[src/rtl/cpu_types_pkg.sv]
// Shared CPU datapath types: machine word, RAM handshake state and
// the memory arbiter's FSM/grant encodings.
package cpu_types_pkg;

  typedef logic [31:0] word_t;

  typedef enum logic [1:0] {
    FREE   = 2'd0,
    BUSY   = 2'd1,
    ACCESS = 2'd2,
    ERROR  = 2'd3
  } ramstate_t;

  typedef enum logic [1:0] {
    IDLE   = 2'd0,
    IGRANT = 2'd1,
    DGRANT = 2'd2
  } arb_state_t;

  typedef enum logic {
    INSTR = 1'b0,
    DATA  = 1'b1
  } grant_t;

endpackage

[src/rtl/memory_arbiter.sv]
// Two-port (instruction/data) arbiter onto a single RAM port; alternates
// between sides on contention and requires one IDLE cycle between grants.
module memory_arbiter
  import cpu_types_pkg::*;
#(
  parameter int CPUID = 0
) (
  input  logic      CLK,
  input  logic      nRST,
  input  logic      iREN,
  input  word_t     iaddr,
  output logic      iwait,
  output word_t     iload,
  input  logic      dREN,
  input  logic      dWEN,
  input  word_t     daddr,
  input  word_t     dstore,
  output logic      dwait,
  output word_t     dload,
  output logic      ramREN,
  output logic      ramWEN,
  output word_t     ramaddr,
  output word_t     ramstore,
  input  word_t     ramload,
  input  ramstate_t ramstate
);

  // CPUID carries no logic; it only identifies the core instance.
  if (CPUID < 0) begin : g_cpuid_invalid
  end

  arb_state_t state_q, state_d;
  grant_t     last_grant_q, last_grant_d;

  logic d_req;
  logic ram_done;

  assign d_req    = dREN | dWEN;
  assign ram_done = (ramstate == ACCESS);

  always_ff @(posedge CLK or negedge nRST) begin
    if (!nRST) begin
      state_q      <= IDLE;
      last_grant_q <= INSTR;
    end else begin
      state_q      <= state_d;
      last_grant_q <= last_grant_d;
    end
  end

  always_comb begin
    state_d      = state_q;
    last_grant_d = last_grant_q;
    unique case (state_q)
      IDLE: begin
        // Data wins unless it was the last side served and instr is waiting.
        if (d_req)
          state_d = (last_grant_q == DATA && iREN) ? IGRANT : DGRANT;
        else if (iREN)
          state_d = IGRANT;
      end
      IGRANT: begin
        if (!iREN) begin
          state_d = IDLE;
        end else if (ram_done) begin
          state_d      = IDLE;
          last_grant_d = INSTR;
        end
      end
      DGRANT: begin
        if (!d_req) begin
          state_d = IDLE;
        end else if (ram_done) begin
          state_d      = IDLE;
          last_grant_d = DATA;
        end
      end
      default: state_d = IDLE;
    endcase
  end

  always_comb begin
    iwait    = 1'b1;
    dwait    = 1'b1;
    iload    = '0;
    dload    = '0;
    ramREN   = 1'b0;
    ramWEN   = 1'b0;
    ramaddr  = '0;
    ramstore = '0;
    unique case (state_q)
      IGRANT: begin
        ramREN  = iREN;
        ramaddr = iaddr;
        if (iREN && ram_done) begin
          iwait = 1'b0;
          iload = ramload;
        end
      end
      DGRANT: begin
        ramWEN   = dWEN;
        ramREN   = dREN & ~dWEN;
        ramaddr  = daddr;
        ramstore = dstore;
        if (d_req && ram_done) begin
          dwait = 1'b0;
          if (!dWEN)
            dload = ramload;
        end
      end
      default: ;
    endcase
  end

endmodule

[config.mk]
export PLATFORM = sky130hd
export DESIGN_NAME = memory_arbiter
export DESIGN_NICKNAME = d
export VERILOG_FILES = /design/src/rtl/cpu_types_pkg.sv /design/src/rtl/memory_arbiter.sv
export SDC_FILE = /design/constraint.sdc
export NUM_CORES = 1
export LEC_CHECK = 0
export CORE_AREA = 2 2 103 105
export DETAILED_ROUTE_END_ITERATION = 7
export DIE_AREA = 0 0 105 107
export MAX_ROUTING_LAYER = met4
export PLACE_DENSITY = 0.69
export SKIP_LAST_GASP = 1
export SYNTH_ARGS = -nofsm -noshare
export SYNTH_HDL_FRONTEND = slang
export SYNTH_SLANG_ARGS = --single-unit
[constraint.sdc]
create_clock -name CLK -period 4.1 [get_ports CLK]
set_clock_uncertainty 0.05 [all_clocks]
set_input_delay 0.82 -clock CLK [delete_from_list [all_inputs] [get_ports CLK]]
set_output_delay 0.82 -clock CLK [all_outputs]
set_load 0.02 [all_outputs]
==> results.toml <==
[worst_setup_path]
critPathCaptureType = "output pin"
reg2reg_from = "state_q[0]"
cp.arrival_ps = 2680
criticalPathCategory = "input pin to output pin"
r2r_slack_ps = 2040
crit_fanout = 32
crit_required_ps = 3230
start_kind = "input pin"
r2r-end = "state_q[1]"
setup.worst_path.start = "dWEN"
r2r_cells = 6

[timing]
fin_tns_setup_ps = 0
hold_viol = 0
min_period_ps = 3546
slew_headroom_pct = 67.82
drv_slew = 0
grt_setup_unrepaired = "no"
tightest_slew_ps = 482.7
setup_viol_count_final = 0
fmax_ghz = 0.2820
worst_slack_ps = 554.4
final.period_utilization_pct = 86.48

[clock_tree]
cts_tree = "yes"
cts_post_setup_buffers_inserted = 0
clk_transition_reported_paths_ps = 30
h-tree-depth = 1
clk_latency_ps = 210
cts_resized = 0
numCtsBuffers = 3
root_buffer = "clkbuf_8"
clk_path_buf_depth = 2
holdBufCountCts = 0
cts_sinks = 3

[power_and_ir_drop]
p_leak_nw = 1.635
power_mw = 1.521
peakVddDrop_mv = 0.2306
power_density_nw_per_um2 = 355.5

[min_path]
min_path_cells = 2
holdPathEnd = "last_grant_q"
min_from = "last_grant_q"
min-delay-path-class = "flip-flop to flip-flop"

[run_status]
status = "completed"

[placed_design]
numPortBuffers = 266
gp_congestion = 0.7883
dp_cells = 605
dp_hpwl_microns = 7232
dpl_cell_area_sq_um = 4233
dp_slack_ps = 524.6

[floorplan]
die_w_microns = 105
initial_core_util_pct = 14.94
die_area_sq_um = 11240
ios = 267
rows = 37
die_h_microns = 107
core-area_sq_um = 10090

[synth]
synth_nets = 362
synthFlopType = "dfrtp_1"
netlist_area_sq_um = 1508
synth-edff-count = 0
synth-seq-area-share_pct = 4.979
synth_top_area_share_pct = 26.97
syn_inst = 223
synth.distinct_cells = 28
syn_area_per_cell_sq_um = 6.761
yosys-top-cells-count = "and2_1, nor2b_1, a22oi_1, and3_1, clkbuf_1"
async_flop_share_pct = 100.0
synth.area.top_cells = "and2_1, a22oi_1, nor2b_1, and3_1, dfrtp_1"
yosys.area.top_type = "and2_1"
ys_seq_elements = 3
yosysMostFrequentCell = "and2_1"
yosys_warnings = 0

[finish]
antenna_cells = 0
drive_gt1_share_pct = 2.748
final_cells = 609
finalInstanceArea_sq_um = 4278
area_growth_syn_to_layout_pct = 183.7
final_net_count = 613

[global_routing]
grt_first_pass_wirelength_microns = 12590
grt_antenna_before_repair = 0
grt_overflow = 0
grt_pass1_vias = 2584
track_usage_pct = 14.09
grt_max_degree = 37

[routing]
drc_errors = 0
drt_iter0_drc = 64
routedWlPerCell_microns = 14.06
ant_nets = 0
drt_pass1_iterations = 4
drt-vias-per-instance = 4.186
vias = 2549
drt-total-wl_microns = 8561

[job]
max_cap_viol_count = 0
[layout by cell type (no fill, tap or decap)]
cell type and count:
clkbuf_1 1, nand2_1 5, a21boi_0 1, ha_1 3, nor2_1 2, and3_1 30, and2_1 65, nand3b_1 2
nor2_2 1, nand3_1 2, ha_2 1, o22ai_1 1, nor2b_1 33, nand2b_1 2, and2b_1 1, dfrtp_1 3
a21oi_1 2, and3_2 2, inv_1 4, o211ai_1 1, buf_12 1, and2_4 1, a22oi_1 32, o21a_1 1
clkbuf_8 3, nor4b_1 1, buf_4 4, o2111ai_1 2, clkdlybuf4s50_1 266
[state kept, by name, indices dropped and copies added, names as in the netlist]
signal,cells
state_q,2
last_grant_q,1
[worst max-delay path, stage by stage]
cell,delay [ps]
clkdlybuf4s50_1,480
nand3b_1,230
nor2_2,100
buf_4,250
and2_1,170
clkdlybuf4s50_1,620
[routing by layer]
layer	up-vias	global-route usage, %	wire [microns]
li1	1264	-	-
met1	1133	14.32	3178
met2	146	27.74	4660
met3	6	2.675	651
met4	0	3.333	71
met5	-	-	0
[power breakdown]
part	internal [mW]	total, mW	switching [mW]	leakage [nW]
combinational	0.693	1.38	0.685	1.58
sequential	0.0431	0.0593	0.0162	0.0371
clock	0.0661	0.0836	0.0174	0.0228
[area by class of cell]
type,instances,area (sq um)
clock buffer,4,45.04
fill,1038,5814
inverter,4,15.01
multi-input combinational,191,1260
sequential,3,75.07
tap,136,170.2
timing repair buffer,271,2713
[through the flow]
stage	util, %	hold slack [ps]
final	42.39	550.5
after global routing	42.39	587.0
after CTS	42.39	560.0
after detailed placement	41.94	549.3
after global placement	41.94	545.2
after floorplan	-	474.4
[cells by family after synthesis]
group | count (synthesis) | share of synthesized area [%]
buffers and inverters | 29 | 11.62
AND/OR/NAND/NOR | 147 | 60.42
AO/OA/AOI/OAI | 40 | 19.67
adder cells (fa/ha/maj) | 4 | 3.320
flip-flops | 3 | 4.979
[how the worst max path moves through the flow]
| stage | endpoint | cells after the start |
|---|---|---|
| 2_1_floorplan | dload[10] | 4 |
| 3_3_place_gp | dload[0] | 6 |
| 3_5_place_dp | dload[15] | 6 |
| 4_1_cts | dload[15] | 6 |
| 5_1_grt | ramaddr[1] | 6 |
| 6_report | dload[15] | 6 |
Note: power is estimated with default switching activity, not from simulation.
==> RTL change, RTL diff (same settings) <==
Re-encode `arb_state_t` (3 states) as one-hot, 3 bits wide.
--- a/src/rtl/cpu_types_pkg.sv
+++ b/src/rtl/cpu_types_pkg.sv
@@ -13,6 +13,6 @@
 
-  typedef enum logic [1:0] {
-    IDLE   = 2'd0,
-    IGRANT = 2'd1,
-    DGRANT = 2'd2
+  typedef enum logic [2:0] {
+    IDLE   = 3'b001,
+    IGRANT = 3'b010,
+    DGRANT = 3'b100
   } arb_state_t;
Function: same outputs for any inputs over 10 cycles, from zero or initial values and one cycle with nRST low; not proved beyond that.
==> RTL change against the original RTL <==
- clock power is 7.8% higher
- synthesized cell count is 22% lower
- synthesized area is 17% lower
- setup slack worse by 0.092 ns
- power is 37% lower
- sequential share of layout area is 0.72 points higher
- sequential cell count is 1 higher
- wire length is 4.5% lower
- core utilization is 1.9 points lower
- cell area is 4.4% lower
- non-clock buffer count stayed put
- highest routed layer unchanged
==> RTL change: results (changes against the original RTL) <==
cells resized by post-CTS repair -> 0 (unchanged)
worst skew pair latency -> 0.22 ns
R2R setup slack -> 2.37 ns (+0.33 ns)
Port Buffers -> 266 (unchanged)
Final Critical Period -> 3.637 ns (+0.09192 ns)
Yosys warnings -> 0 (unchanged)
CTS root buf -> clkbuf_8
Area contributors post-synth -> and2_1 (49%), a22o_1 (22%), dfrtp_1 (6.0%)
wire length per cell -> 14.34 µm (+2.0%)
CTS clk-pin slew, worst paths -> 0.03 ns (about the same)
placer's final routability congestion estimate -> 0.9355 (+19%)
worst-path fanout max -> 32 (unchanged)
Detailed Place HPWL -> 7109 µm (-1.7%)
initial antenna violation count -> 0 (unchanged)
worst endpoint data arrival time -> 2.77 ns (+0.09 ns)
P_int -> 556.9 µW (-31%)
post-CTS setup buffers -> 0 (unchanged)
fill count -> 1041 (+0.29%)
Largest regs -> state_q x3, last_grant_q x1
GRT met3 Usage -> 2.492% (-0.18 points)
first-pass GRT wire length -> 11630 µm (-7.6%)
Place WS -> 0.4473 ns (-0.07725 ns)
via/cell ratio -> 3.911 (-6.6%)
most frequent cells after synthesis -> and2_1 (97), a22o_1 (32), buf_2 (9)
share of cells above drive strength 1 -> 2.765% (+0.017 points)
peak supply drop -> 0.0001285 V (-44%)
Post-Syn Nets -> 310 (-14%)
Leakage -> 1.544 nW (-5.6%)
First-pass DRT Iterations -> 4 (unchanged)
Cell variety after synth -> 26 (-7.1%)
Seq/Total Area, Yosys -> 8.100% (+3.1 points)
grt met1 use -> 15.03% (+0.72 points)
M2 GR Usage -> 24.12% (-3.6 points)
run status -> finished clean
H-tree depth -> 1 (unchanged)
Synth Flop Type -> dfrtp_1
vias in the first global route -> 2182 (-16%)
asr flop ratio synth -> 100.0% (unchanged)
GRT Total Usage -> 13.26% (-0.82 points)
Max clock buf depth -> 2 (unchanged)
HP Class -> reg -> reg
# DRC -> 0 (unchanged)
initial drt markers -> 88 (+38%)
Final nets -> 570 (-7.0%)
cts bufs inserted -> 3 (unchanged)
largest net degree at the start of global routing -> 68 (+84%)
Worst slew margin -> 61.69% (-6.1 points)
diode count -> 0 (unchanged)
## RTL change: cell types whose count changed after synthesis, moves of 3 or more
| cell | unedited run | this run |
|---|---|---|
| clkbuf_1 | 8 | 4 |
| a22oi_1 | 32 | 0 |
| nor2b_1 | 33 | 1 |
| buf_6 | 6 | 0 |
| nand2_1 | 5 | 2 |
| and2_1 | 65 | 97 |
| ha_1 | 4 | 0 |
| and3_1 | 30 | 2 |
| a22o_1 | 0 | 32 |
## RTL change: cell families after synthesis
family                 count (synthesis)  synth area share [%]
and+or+nand+nor                      112                 57.20
DFF                                    4                 8.100
buffers and inverters                 19                 7.499
AOI/OAI and AO/OA                     40                 27.20
## RTL change: path summary, 6_finish.rpt
kind	from	to	depth (start not counted)
hold / removal	last_grant_q$_DFFE_PN0P_	last_grant_q$_DFFE_PN0P_	3
hold reg to reg	last_grant_q$_DFFE_PN0P_	last_grant_q$_DFFE_PN0P_	3
min in group asynchronous	nRST	state_q[1]$_DFFE_PN0P_	1
setup reg to reg	state_q[1]$_DFFE_PN0P_	last_grant_q$_DFFE_PN0P_	4
setup / recovery	ramstate[1]	dload[22]	6
max in group asynchronous	nRST	state_q[0]$_DFFE_PN1P_	1
## RTL change: routing by layer
metal  vias up  wire (µm)
met5         -          0
met4         0         80
met3         6        687
met2       126       4179
met1       983       3226
li1       1114          -
## RTL change: area by class of cell
cell class | count | area share [%]
Multi-Input combinational cell | 152 | 25.97
Tap cell | 136 | 4.160
Inverter | 3 | 0.2753
Timing Repair Buffer | 271 | 66.01
Sequential cell | 4 | 2.478
Clock buffer | 4 | 1.101
## RTL change: metrics by stage
stage / util [%] / power, mW / instance area [µm²] / cells / hold WS (ns)
floorplan: - / 0.4568 / 1251 / 175 / 0.4744
global placement: 40.08 / 0.8743 / 4045 / 566 / 0.5555
detailed placement: 40.08 / 0.8766 / 4045 / 566 / 0.5562
CTS: 40.53 / 0.9731 / 4090 / 570 / 0.5635
global route: 40.53 / 1.019 / 4090 / 570 / 0.6033
finish: 40.53 / 0.9612 / 4090 / 570 / 0.5573
## RTL change: worst max-delay path, stage by stage
cell	delay [ns]
clkdlybuf4s50_1	0.47
nor2b_1	0.20
and4_1	0.22
buf_4	0.26
and2_1	0.18
clkdlybuf4s50_1	0.60
## RTL change: power by group through the flow
stage	Combinational, mW	Clock [mW]	Sequential, mW
4_1_cts	0.792	0.0932	0.0873
6_report	0.784	0.0901	0.0870
5_1_grt	0.831	0.0987	0.0898
2_1_floorplan	0.378	0	0.0792
3_5_place_dp	0.789	0	0.0878
3_3_place_gp	0.787	0	0.0868
